### config.mk
export PLATFORM = sky130hd
export DESIGN_NAME = fifo_ptr_ctrl
export DESIGN_NICKNAME = d
export VERILOG_FILES = /design/src/rtl/fifo_ptr_ctrl.sv
export SDC_FILE = /design/constraint.sdc
export NUM_CORES = 1
export LEC_CHECK = 0
export BUFFER_PORTS_ARGS = -buffer_cell sky130_fd_sc_hd__buf_4
export CAP_MARGIN = 20
export CORE_ASPECT_RATIO = 1.2
export CORE_MARGIN = 1.5
export CORE_UTILIZATION = 45
export DETAILED_ROUTE_END_ITERATION = 8
export PLACE_DENSITY = 0.76
export REMOVE_ABC_BUFFERS = 1
export SLEW_MARGIN = 25
export SYNTH_ARGS = -nofsm -noshare
export SYNTH_HDL_FRONTEND = slang
export SYNTH_SLANG_ARGS = --single-unit
export TNS_END_PERCENT = 20
### constraint.sdc
create_clock -name clock -period 6.9 [get_ports clock]
set_clock_uncertainty 0.15 [all_clocks]
set_input_delay 1.035 -clock clock [delete_from_list [all_inputs] [get_ports clock]]
set_output_delay 1.035 -clock clock [all_outputs]
set_load 0.005 [all_outputs]
### src/rtl/fifo_ptr_ctrl.sv
// FIFO pointer controller: synchronises asynchronous write/read requests,
// drives RAM enables/addresses, tracks occupancy, status and sticky errors.
module fifo_ptr_ctrl #(
  parameter int unsigned ADDR_W    = 6,
  parameter int unsigned AF_LEVEL  = (1 << ADDR_W) - 4,
  parameter int unsigned AE_LEVEL  = 4,
  parameter int unsigned STEP_MODE = 1
) (
  input  logic              clock,
  input  logic              reset,
  input  logic              wr_req,
  input  logic              rd_req,
  input  logic              flush,
  input  logic              clr_err,
  output logic              we,
  output logic              re,
  output logic [ADDR_W-1:0] waddr,
  output logic [ADDR_W-1:0] raddr,
  output logic [ADDR_W:0]   count,
  output logic              full,
  output logic              empty,
  output logic              almost_full,
  output logic              almost_empty,
  output logic              overflow,
  output logic              underflow
);

  localparam int unsigned CNT_W = ADDR_W + 1;
  localparam int unsigned DEPTH = 1 << ADDR_W;
  localparam logic [CNT_W-1:0] DEPTH_C = CNT_W'(DEPTH);
  localparam logic [CNT_W-1:0] AF_C    = CNT_W'(AF_LEVEL);
  localparam logic [CNT_W-1:0] AE_C    = CNT_W'(AE_LEVEL);

  typedef enum logic [1:0] {
    ST_IDLE  = 2'd0,
    ST_WRITE = 2'd1,
    ST_READ  = 2'd2,
    ST_RDWR  = 2'd3
  } state_e;

  logic              wr_s1_q, wr_s2_q, wr_s3_q;
  logic              rd_s1_q, rd_s2_q, rd_s3_q;
  logic              wr_s1_d, wr_s2_d, wr_s3_d;
  logic              rd_s1_d, rd_s2_d, rd_s3_d;
  logic [ADDR_W-1:0] wptr_q, wptr_d;
  logic [ADDR_W-1:0] rptr_q, rptr_d;
  logic [CNT_W-1:0]  count_q, count_d;
  logic              overflow_q, overflow_d;
  logic              underflow_q, underflow_d;
  state_e            state_q, state_d;

  logic              wr_op, rd_op, rd_acc;

  // Status flags decoded from the registered occupancy only
  assign full         = (count_q == DEPTH_C);
  assign empty        = (count_q == '0);
  assign almost_full  = (count_q >= AF_C);
  assign almost_empty = (count_q <= AE_C);

  assign count     = count_q;
  assign waddr     = wptr_q;
  assign raddr     = rptr_q;
  assign overflow  = overflow_q;
  assign underflow = underflow_q;

  // Operation strobes and RAM enables; flush suppresses both enables
  always_comb begin
    wr_op  = 1'b0;
    rd_op  = 1'b0;
    rd_acc = 1'b0;
    we     = 1'b0;
    re     = 1'b0;
    if (STEP_MODE != 0) begin
      wr_op = wr_s2_q & ~wr_s3_q;
      rd_op = rd_s2_q & ~rd_s3_q;
    end else begin
      wr_op = wr_s2_q;
      rd_op = rd_s2_q;
    end
    rd_acc = rd_op & ~empty & ~flush;
    re     = rd_acc;
    we     = wr_op & (~full | rd_acc) & ~flush;
  end

  // Next-state for synchronisers, pointers, occupancy and sticky errors
  always_comb begin
    wr_s1_d     = wr_req;
    wr_s2_d     = wr_s1_q;
    wr_s3_d     = wr_s2_q;
    rd_s1_d     = rd_req;
    rd_s2_d     = rd_s1_q;
    rd_s3_d     = rd_s2_q;
    wptr_d      = wptr_q;
    rptr_d      = rptr_q;
    count_d     = count_q;
    overflow_d  = overflow_q & ~clr_err;
    underflow_d = underflow_q & ~clr_err;
    if (flush) begin
      wptr_d  = '0;
      rptr_d  = '0;
      count_d = '0;
    end else begin
      if (we) wptr_d = wptr_q + ADDR_W'(1);
      if (re) rptr_d = rptr_q + ADDR_W'(1);
      if (we && !re) begin
        count_d = count_q + CNT_W'(1);
      end else if (re && !we) begin
        count_d = count_q - CNT_W'(1);
      end
      // A new error wins over a clear in the same cycle
      if (wr_op && !we) overflow_d = 1'b1;
      if (rd_op && !re) underflow_d = 1'b1;
    end
  end

  // Debug FSM: records which operations were accepted last cycle
  always_comb begin
    state_d = ST_IDLE;
    case (state_q)
      ST_IDLE, ST_WRITE, ST_READ, ST_RDWR: begin
        if (we && re) begin
          state_d = ST_RDWR;
        end else if (we) begin
          state_d = ST_WRITE;
        end else if (re) begin
          state_d = ST_READ;
        end else begin
          state_d = ST_IDLE;
        end
      end
      default: state_d = ST_IDLE;
    endcase
  end

  // State registers with asynchronous reset
  always_ff @(posedge clock or posedge reset) begin
    if (reset) begin
      wr_s1_q     <= 1'b0;
      wr_s2_q     <= 1'b0;
      wr_s3_q     <= 1'b0;
      rd_s1_q     <= 1'b0;
      rd_s2_q     <= 1'b0;
      rd_s3_q     <= 1'b0;
      wptr_q      <= '0;
      rptr_q      <= '0;
      count_q     <= '0;
      overflow_q  <= 1'b0;
      underflow_q <= 1'b0;
      state_q     <= ST_IDLE;
    end else begin
      wr_s1_q     <= wr_s1_d;
      wr_s2_q     <= wr_s2_d;
      wr_s3_q     <= wr_s3_d;
      rd_s1_q     <= rd_s1_d;
      rd_s2_q     <= rd_s2_d;
      rd_s3_q     <= rd_s3_d;
      wptr_q      <= wptr_d;
      rptr_q      <= rptr_d;
      count_q     <= count_d;
      overflow_q  <= overflow_d;
      underflow_q <= underflow_d;
      state_q     <= state_d;
    end
  end

endmodule
# == Word level (Yosys, flattened, before mapping) ==
# Index checks and enable logic that the tools add are counted.
# word_totals
in_bits,6
out_inout_bits,27
ram_bits,0
latchBits,0
register_bits,27
elab_cells,54
n_memories,0
rom_bits,0
# op_classes
multipliers,0
magnitude_cmp,2
n_reduce_logical,10
muxes,11
bitwise,15
shift,0
div,0
n_eq_ne,1
n_addsub,4
# ops
op,count
6-bit 2-to-1 mux,4
7-bit 2-to-1 mux,3
6-bit by 1-bit adder with 6-bit output (second input constant),2
1-bit AND,8
7-bit by 1-bit adder with 7-bit output (second input constant),1
7-bit == test (second input constant),1
7-bit by 6-bit greater-or-equal comparator with 1-bit output (second input constant),1
7-bit by 3-bit <= comparator with 1-bit output (second input constant),1
7-bit logical NOT,1
7-bit by 1-bit subtractor with 7-bit output (second input constant),1
1-bit NOT,6
1-bit logical AND,4
1-bit 2-to-1 mux,4
2-bit nonzero test,2
3-bit nonzero test,1
1-bit logical NOT,2
1-bit OR,1

# == Depth between registers and ports, before layout ==
# Gate-level depths: netlist of the first run.
# logic_depth
word_depth,12
ltp_mapped,10
depth_no_buf,10

# == Worst setup path before layout of the first run ==
# OpenSTA, ideal clock, no wires.
# synth_timing
path_type,input port to flip-flop
startpoint,in flush
endpoint,"reg count_q[6], in the netlist count[6]"
arrival_ps,3349
path_slack_ps,3315
cell_stages,10
path_buffers,0
required_ps,6664
setup_ps,86
cell_sequence,or3b_4 -> a41oi_4 -> nor2b_1 -> nand2_1 -> fa_1 -> a211oi_1 -> o21bai_1 -> a21oi_1 -> a221oi_1 -> nor3_1
# synth_via
elab_chain_len,8
# synth_lines
item,line_no,source
from (decl),13,"input logic flush,"
1-bit NOT (*),"80, 82",
1-bit AND,80,rd_acc = rd_op & ~empty & ~flush;
1-bit OR,82,we = wr_op & (~full | rd_acc) & ~flush;
1-bit AND,82,
1-bit AND (*),82,
via we,15,"output logic we,"
1-bit logical AND / 1-bit logical NOT (equally long branches),"105, 107",
7-bit 2-to-1 mux / 1-bit logical AND (equally long branches),"105, 107",
7-bit 2-to-1 mux / 3-bit nonzero test (equally long branches),n/a,
to (signal assigned),159,count_q <= count_d;
to (decl),47,"logic [CNT_W-1:0] count_q, count_d;"
# The timed path passes the listed nets; every way through them passes the cells marked *.
# A chain may end at the register's enable or synchronous reset.

# == Worst setup path in the final report of the first run ==
# layout_timing
startpoint,in flush
endpoint,"reg count_q[6], in the netlist count[6]"
# layout_via
elab_chain_len,8
# layout_lines
item,line_no
1-bit NOT,"80, 82"
1-bit AND,80
1-bit OR,82
1-bit AND (2 in series),82
1-bit logical AND / 1-bit logical NOT (equally long branches),"105, 107"
7-bit 2-to-1 mux / 1-bit logical AND (equally long branches),"105, 107"
7-bit 2-to-1 mux / 3-bit nonzero test (equally long branches),n/a
# Several ways; a longest one is shown, not always the timed one.

==> impl_metrics.env, run 1 <==
export IMPL_hpwl_um=2440
export IMPL_drtPass1Iterations=4
export IMPL_track_usage=0.197
export IMPL_p_total_mw=0.554
export IMPL_area_delta_synth_final_pct=20.5
export IMPL_antenna_found_initial=0
export IMPL_yosysTopAreaCellShare=0.456
export IMPL_vias=1174
export IMPL_critPathKind="input port to register"
export IMPL_grt_pass1_wl_um=5620
export IMPL_grt_max_degree=28
export IMPL_syn_area_um2=1480
export IMPL_synth_most_common_cell="dfrtp_1"
export IMPL_grt_pass1_vias=1244
export IMPL_design_area_um2=1780
export IMPL_post_route_period_util=0.536
export IMPL_drc_errors=0
export IMPL_cts_buffer_depth=2
export IMPL_cts_clk_slew_worst_paths_ns=0.16
export IMPL_path_buf_inv=1
export IMPL_cap_violations=0
export IMPL_overflow=0
export IMPL_worst_slew_margin_rel=0.619
export IMPL_die_h_um=65.8
export IMPL_fin_ws_ns=3.20
export IMPL_seq_power_share=0.402
export IMPL_ant_nets=0
export IMPL_swShare=0.398
export IMPL_power_leakage_nw=0.825
export IMPL_hold_class="register to register"
export IMPL_rows=22
export IMPL_die_area_um2=3640
export IMPL_cpPeakStageDelay_ns=0.47
export IMPL_portBuffers=32
export IMPL_die_x_um=55.4
export IMPL_pwr_share_comb=0.468
export IMPL_drt_wirelength_per_cell_um=15.3
export IMPL_crit_family="compound AO/OA/AOI/OAI gates"
export IMPL_outcome="finished, final reports clean"
export IMPL_core_area_um2=3110
export IMPL_critical_path_startpoint="flush"
export IMPL_cts_buffers_inserted=3
export IMPL_final_cells=208
export IMPL_cts_htree_levels=1
export IMPL_powerDensity_nw_per_um2=311
export IMPL_r2r_cells=10
export IMPL_synth_area_leaders="dfrtp_1 46%, ha_1 5.9%, xor2_1 4.7%"
export IMPL_synth_seq_cells=27
export IMPL_hold_start="rd_s1_q"
export IMPL_holdBufCountCts=0
export IMPL_rr_startpoint="rd_s3_q"
export IMPL_async_reset_ff_frac=1.00
export IMPL_setup_viol=0
export IMPL_cp_arrival_ns=3.82
export IMPL_ys_warn_count=0
export IMPL_place_inst=204
export IMPL_syn_avg_cell_area_um2=10.6
export IMPL_cts_root_buffer="clkbuf_4"
export IMPL_yosys_top_cells_count="27 x dfrtp_1, 17 x nor2_1, 10 x nand2_1"
export IMPL_peakVddDrop_uv=171
export IMPL_drv_slew=0
export IMPL_min_period_ns=3.70
export IMPL_finalHoldViolations=0
export IMPL_max_freq_mhz=270
export IMPL_slowest_stage="fa_1"
export IMPL_end_kind="register"
export IMPL_cts_setup_buffers=0
export IMPL_placed_area_um2=1750
export IMPL_dp_slack_ns=2.84
export IMPL_routed_wl_um=3180
export IMPL_synth_enable_flop_cells=0
export IMPL_cts_sinks=27
export IMPL_switching_power_mw=0.221
export IMPL_yosysSeqAreaShare=0.456
export IMPL_p_clk_frac=0.131
export IMPL_nets=187
export IMPL_worstPathCellList="buf_4 > or3b_4 > a41oi_4 > nor2b_1 > nand2_1 > fa_1 > a211oi_1 > o21bai_1 > a21oi_1 > a221oi_1 > nor3_1"
export IMPL_cts_tree="built"
export IMPL_rsz0062_at_grt="no"
export IMPL_reg2reg_to="count[6]"
export IMPL_cts_resized=0
export IMPL_initial_utilization=0.476
export IMPL_cp_num_cells=11
export IMPL_final_layout_size_suffix_gt1_frac=0.250
export IMPL_ios=33
export IMPL_p_int_mw=0.333
export IMPL_n_antenna_cell=0
export IMPL_setup_tns_ns=0
export IMPL_place_gp_congestion=0.790
export IMPL_reg2reg_slack_ns=3.68
export IMPL_crit_fanout=24
export IMPL_hold_depth=0
export IMPL_synth_top_cell_by_area="dfrtp_1"
export IMPL_drtIter0Drc=24
export IMPL_critPathLaunchType="input port"
export IMPL_via_per_inst=5.64
export IMPL_clk_latency_ns=0.34
export IMPL_synth_distinct_cells=40
export IMPL_tightest_slew_ns=0.571
export IMPL_hold_end="rd_s2_q"
export IMPL_netlist_instances=139
export IMPL_synthFlopType="dfrtp_1"
export IMPL_required_ns=7.02
==> kinds of logic (layout without fill, tap and decap cells) <==
family                     count (synthesis)  after routing  synth area share
AOI/OAI and AO/OA                         26             26             0.144
xor gates and xnor gates                  13             13            0.0769
adders and majority gates                  8              8            0.0727
buffers and inverters                      7             40            0.0186
DFF                                       27             27             0.456
muxes                                      6              6            0.0448
and+or+nand+nor                           52             52             0.187
==> power groups by stage <==
stage               combinational [mW]  sequential [mW]  clock, mW
floorplan                        0.170            0.218          0
global placement                 0.249            0.224          0
detailed placement               0.260            0.227          0
CTS                              0.262            0.223     0.0742
global route                     0.289            0.228     0.0802
finish                           0.259            0.222     0.0724
==> how the worst max path moves through the flow <==
stage          slack (ns)  endpoint
4_1_cts              3.21  count[6]
3_3_place_gp         2.95  count[5]
2_1_floorplan        3.32  count[6]
3_5_place_dp         2.84  count[6]
6_report             3.20  count[6]
5_1_grt              2.95  count[6]
==> layer usage <==
metal  global-route usage  routed length (um)  vias to the layer above
met5                    0                   0                        -
met4               0.0945                  85                        0
met3               0.0254                 104                        8
met2                0.348                1620                       30
met1                0.237                1370                      574
li1                     -                   -                      562
==> layout by cell type (no fill, tap or decap), types with 2 or more instances in the layout <==
| cell | n |
|---|---|
| nand2b_1 | 2 |
| a211oi_1 | 2 |
| and3_1 | 2 |
| ha_1 | 7 |
| and2_1 | 2 |
| nor3_1 | 4 |
| a21oi_1 | 5 |
| buf_4 | 32 |
| xor2_1 | 8 |
| xnor2_1 | 5 |
| dfrtp_1 | 27 |
| a31oi_1 | 2 |
| nor2b_1 | 4 |
| inv_1 | 3 |
| clkbuf_4 | 3 |
| nand4_1 | 3 |
| a21o_1 | 2 |
| nor3_4 | 2 |
| nand2_1 | 10 |
| mux2_1 | 5 |
| nand3_1 | 3 |
| nor2_1 | 17 |
| o21ai_0 | 4 |
==> area by class of cell <==
cell class	instances	area, um^2
inverters	4	15.0
multi-input cells	105	777
fillers	264	1330
repair buffers	32	240
well taps	36	45.0
clock buffers	3	22.5
flip-flops and latches	27	676
clock inverters	1	7.51
==> registers in the layout (all words and copies together) (netlist names) <==
register	cells
count	7
raddr	6
rd_s1_q	1
underflow	1
wr_s1_q	1
rd_s2_q	1
wr_s3_q	1
waddr	6
wr_s2_q	1
overflow	1
rd_s3_q	1
==> metrics by stage <==
stage / hold WS (ns) / utilization
3_5_place_dp: 0.191 / 0.564
3_3_place_gp: 0.186 / 0.564
6_report: 0.221 / 0.573
4_1_cts: 0.225 / 0.573
5_1_grt: 0.236 / 0.573
2_1_floorplan: 0.181 / -
(Power assumes the default switching activity.)
==> inputs of run 2 (changes only) <==
- clock period: 6.9 -> 3.7 ns (I/O delays scaled with it)
==> run 2 against run 1 <==
  * Die area did not move
  * Utilization rose by 0.52 points
  * Setup slack got worse by 2.7 ns
  * Final cell count rose by 0.96%
  * Largest cell class unchanged
  * Critical path type is now register to register
  * Sequential power rose by 86%
  * Non-clock buffer count rose by 2
  * Sequential cell count did not move
  * Critical path depth fell by 1
==> impl_metrics.env, run 2 (synthesized netlist as in run 1, its figures left out) <==
export IMPL_outcome="finished, final reports clean"
export IMPL_swShare=0.395
export IMPL_cap_violations=0
export IMPL_drt_wirelength_per_cell_um=14.9
export IMPL_pwr_share_comb=0.466
export IMPL_place_gp_congestion=0.889
export IMPL_reg2reg_slack_ns=0.52
export IMPL_cts_setup_buffers=0
export IMPL_cts_root_buffer="clkbuf_4"
export IMPL_cts_clk_slew_worst_paths_ns=0.16
export IMPL_multi_input_comb_area_um2=777
export IMPL_seq_area_um2=676
export IMPL_seq_power_share=0.400
export IMPL_final_cells=210
export IMPL_cts_buffer_depth=2
export IMPL_grt_pass1_wl_um=5290
export IMPL_track_usage=0.185
export IMPL_critical_path_startpoint="rd_s3_q"
export IMPL_n_antenna_cell=0
export IMPL_die_x_um=55.4
export IMPL_vias=1178
export IMPL_cts_tree="built"
export IMPL_p_total_mw=1.03
export IMPL_ios=33
export IMPL_critPathKind="register to register"
export IMPL_rows=22
export IMPL_grt_max_degree=28
export IMPL_rr_startpoint="rd_s3_q"
export IMPL_initial_utilization=0.476
export IMPL_cts_sinks=27
export IMPL_end_kind="register"
export IMPL_rsz0062_at_grt="no"
export IMPL_p_clk_frac=0.134
export IMPL_fillers=288
export IMPL_antenna_found_initial=0
export IMPL_drv_slew=0
export IMPL_portBuffers=32
export IMPL_worst_slew_margin_rel=0.588
export IMPL_worstPathCellList="or3b_4 > a41oi_4 > nor2b_1 > nand2_1 > fa_1 > a211oi_1 > o21bai_1 > a21oi_1 > a221oi_1 > nor3_1"
export IMPL_switching_power_mw=0.409
export IMPL_area_delta_synth_final_pct=21.6
export IMPL_cpPeakStageDelay_ns=0.48
export IMPL_drtIter0Drc=33
export IMPL_drtPass1Iterations=4
export IMPL_powerDensity_nw_per_um2=575
export IMPL_placed_area_um2=1770
export IMPL_endpoint="count[6]"
export IMPL_min_period_ns=3.18
export IMPL_slowest_stage="fa_1"
export IMPL_design_area_um2=1800
export IMPL_dp_slack_ns=0.330
export IMPL_hold_class="input port to asynchronous set/reset pin"
export IMPL_peakVddDrop_uv=346
export IMPL_cp_arrival_ns=3.29
export IMPL_drc_errors=0
export IMPL_cts_buffers_inserted=3
export IMPL_final_layout_size_suffix_gt1_frac=0.259
export IMPL_die_h_um=65.8
export IMPL_routed_wl_um=3140
export IMPL_place_inst=206
export IMPL_setup_viol=0
export IMPL_critPathLaunchType="register"
export IMPL_finalHoldViolations=0
export IMPL_post_route_period_util=0.861
export IMPL_layout_commonest_cell="buf_4"
export IMPL_r2r_cells=10
export IMPL_grt_pass1_vias=1191
export IMPL_core_area_um2=3110
export IMPL_via_per_inst=5.61
export IMPL_die_area_um2=3640
export IMPL_cts_resized=0
export IMPL_tightest_slew_ns=0.615
export IMPL_hpwl_um=2360
export IMPL_cts_htree_levels=1
export IMPL_holdBufCountCts=0
export IMPL_reg2reg_to="count[6]"
export IMPL_max_freq_mhz=314
export IMPL_crit_fanout=6
export IMPL_overflow=0
export IMPL_largest_reg_flops=7
export IMPL_clk_latency_ns=0.33
export IMPL_nets=189
export IMPL_final_cell_mix="34 x buf_4, 27 x dfrtp_1, 17 x nor2_1"
export IMPL_required_ns=3.81
export IMPL_fin_ws_ns=0.515
export IMPL_p_int_mw=0.626
export IMPL_ant_nets=0
export IMPL_setup_tns_ns=0
export IMPL_power_leakage_nw=0.839
run 2: through the flow:
step / utilization / hold WS (ns)
floorplan: - / 0.181
global placement: 0.568 / 0.186
detailed placement: 0.568 / 0.195
CTS: 0.578 / 0.153
global route: 0.578 / 0.137
finish: 0.578 / 0.107
run 2: layout make-up:
| class | instances | area share |
|---|---|---|
| clock buffer | 3 | 0.0125 |
| inverter | 4 | 0.00834 |
| sequential | 27 | 0.376 |
| tap | 36 | 0.0250 |
| timing repair buffer | 34 | 0.142 |
| multi-input combinational | 105 | 0.432 |
| clock inverter | 1 | 0.00487 |
run 2: how the worst min path moves through the flow:
stage | cells past startpoint | slack, ns | start | end
after global routing | 2 | 0.14 | reset | wr_s1_q
after CTS | 1 | 0.15 | wr_req | wr_s1_q
after detailed placement | 0 | 0.20 | wr_s1_q | wr_s2_q
after global placement | 0 | 0.19 | wr_s1_q | wr_s2_q
final | 2 | 0.11 | reset | underflow
after floorplan | 0 | 0.18 | rd_s1_q | rd_s2_q
run 2: worst max-delay path: cells and delay by family (launching register included):
family / cells / cell delay, ns
simple gates: 4 / 1.07
compound gates: 5 / 0.97
fa+ha+maj: 1 / 0.48
flops: 1 / 0.43
run 2: power groups by stage:
stage / registers (mW) / clock network (mW) / logic [mW]
4_1_cts: 0.415 / 0.143 / 0.484
5_1_grt: 0.422 / 0.155 / 0.534
3_5_place_dp: 0.421 / 0 / 0.481
2_1_floorplan: 0.407 / 0 / 0.317
3_3_place_gp: 0.416 / 0 / 0.462
6_report: 0.414 / 0.138 / 0.482
run 2: per-layer routing:
metal  global-route usage  part of all wire  vias to the layer above
li1                     -                 -                      566
met4               0.0610            0.0089                        0
met2                0.351              0.52                       22
met5                    0                 0                        -
met1                0.214              0.44                      586
met3               0.0254             0.030                        4
==> inputs of run 3 (changes only) <==
- CORE_UTILIZATION: 45 -> 39
- MAX_ROUTING_LAYER: not set -> met4
- PLACE_DENSITY: 0.76 -> 0.69
- SLEW_MARGIN: 25 -> 30
==> run 3 against run 2 <==
  * Critical path depth is the same
  * Clock power up 25%
  * Critical endpoint unchanged
  * Critical path type unchanged
  * Final cell count rose by 7.6%
  * Power up 3.9%
  * Largest cell class unchanged
==> impl_metrics.env, run 3 (synthesized netlist as in run 1, its figures left out) <==
export IMPL_powerDensity_nw_per_um2=585
export IMPL_final_layout_size_suffix_gt1_frac=0.259
export IMPL_via_per_inst=5.31
export IMPL_rows=24
export IMPL_ant_nets=0
export IMPL_drt_wirelength_per_cell_um=14.2
export IMPL_drtIter0Drc=60
export IMPL_holdBufCountCts=0
export IMPL_routed_wl_um=3220
export IMPL_antenna_found_initial=0
export IMPL_switching_power_mw=0.417
export IMPL_p_clk_frac=0.160
export IMPL_pwr_share_comb=0.454
export IMPL_outcome="finished, final reports clean"
export IMPL_fillers=335
export IMPL_cp_arrival_ns=3.11
export IMPL_tightest_slew_ns=0.565
export IMPL_core_area_um2=3630
export IMPL_min_period_ns=3.06
export IMPL_largest_reg_flops=7
export IMPL_critPathKind="register to register"
export IMPL_grt_pass1_vias=1198
export IMPL_crit_fanout=6
export IMPL_nets=189
export IMPL_vias=1201
export IMPL_cts_sinks=27
export IMPL_hold_class="input port to asynchronous set/reset pin"
export IMPL_cts_buffers_inserted=3
export IMPL_n_antenna_cell=0
export IMPL_die_area_um2=4180
export IMPL_hpwl_um=2390
export IMPL_cts_root_buffer="clkbuf_8"
export IMPL_critical_path_startpoint="rd_s3_q"
export IMPL_drc_errors=0
export IMPL_setup_tns_ns=0
export IMPL_rsz0062_at_grt="no"
export IMPL_grt_max_degree=28
export IMPL_drtPass1Iterations=4
export IMPL_cts_setup_buffers=0
export IMPL_cts_tree="built"
export IMPL_track_usage=0.173
export IMPL_critPathLaunchType="register"
export IMPL_required_ns=3.75
export IMPL_ios=33
export IMPL_cts_htree_levels=1
export IMPL_final_cell_mix="34 x buf_4, 27 x dfrtp_1, 17 x nor2_1"
export IMPL_place_gp_congestion=0.820
export IMPL_clk_latency_ns=0.28
export IMPL_cap_violations=0
export IMPL_power_leakage_nw=0.843
export IMPL_rr_startpoint="rd_s3_q"
export IMPL_seq_power_share=0.386
export IMPL_end_kind="register"
export IMPL_max_freq_mhz=327
export IMPL_peakVddDrop_uv=250
export IMPL_cts_clk_slew_worst_paths_ns=0.10
export IMPL_p_total_mw=1.07
export IMPL_p_int_mw=0.658
export IMPL_fin_ws_ns=0.639
export IMPL_area_delta_synth_final_pct=24.1
export IMPL_post_route_period_util=0.827
export IMPL_overflow=0
export IMPL_die_h_um=70.5
export IMPL_cts_resized=0
export IMPL_worst_slew_margin_rel=0.623
export IMPL_grt_pass1_wl_um=5460
export IMPL_layout_commonest_cell="buf_4"
export IMPL_setup_viol=0
export IMPL_drv_slew=0
export IMPL_finalHoldViolations=0
export IMPL_cts_buffer_depth=2
export IMPL_die_x_um=59.2
export IMPL_portBuffers=32
export IMPL_initial_utilization=0.407
export IMPL_swShare=0.388
export IMPL_dp_slack_ns=0.418
run 3: cell types whose count changed in the layout (fill, tap and decap cells not counted):
cell / before / now
inv_6: 1 / 0
clkbuf_8: 0 / 3
clkbuf_4: 3 / 0
clkinvlp_4: 0 / 1
run 3: routing by layer:
layer / vias to the layer above / part of all wire / global-route usage / wire length [um]
met3: 5 / 0.037 / 0.0241 / 119
li1: 562 / - / - / -
met4: 0 / 0.016 / 0.0606 / 50
met2: 27 / 0.50 / 0.267 / 1620
met5: - / 0 / - / 0
met1: 607 / 0.45 / 0.230 / 1430
run 3: metrics by stage:
stage / instance area, um^2 / cells / utilization / hold slack [ns]
floorplan: 1470 / 136 / - / 0.181
global placement: 1790 / 222 / 0.492 / 0.183
detailed placement: 1790 / 222 / 0.492 / 0.190
CTS: 1840 / 226 / 0.506 / 0.189
global route: 1840 / 226 / 0.506 / 0.216
finish: 1840 / 226 / 0.506 / 0.172
run 3: layout make-up:
class | instances | area (um^2) | share of cell area
flip-flops and latches | 27 | 676 | 0.368
inverters | 4 | 15.0 | 0.00817
multi-input cells | 105 | 777 | 0.423
well taps | 52 | 65.1 | 0.0354
repair buffers | 34 | 255 | 0.139
clock buffers | 3 | 41.3 | 0.0225
clock inverters | 1 | 7.51 | 0.00409
run 3: power groups by stage:
| stage | sequential (mW) | combinational, mW | clock [mW] |
|---|---|---|---|
| 2_1_floorplan | 0.407 | 0.317 | 0 |
| 3_3_place_gp | 0.419 | 0.464 | 0 |
| 3_5_place_dp | 0.422 | 0.482 | 0 |
| 4_1_cts | 0.417 | 0.488 | 0.175 |
| 5_1_grt | 0.426 | 0.540 | 0.190 |
| 6_report | 0.415 | 0.488 | 0.172 |
run 3: path summary, 6_finish.rpt:
path                            slack [ns]  depth (start not counted)       end
min in group clock                    0.21                          0   wr_s2_q
worst min-delay path                  0.17                          2   rd_s1_q
worst min register to register        0.21                          0   wr_s2_q
max in group asynchronous             2.84                          2  waddr[3]
worst max register to register        0.64                         10  count[6]
worst max-delay path                  0.64                         10  count[6]
run 3: critical path, stage by stage (launching register included):
cell	delay (ns)
dfrtp_1	0.40
or3b_4	0.43
a41oi_4	0.23
nor2b_1	0.18
nand2_1	0.19
fa_1	0.47
a211oi_1	0.34
o21bai_1	0.12
a21oi_1	0.21
a221oi_1	0.07
nor3_1	0.19
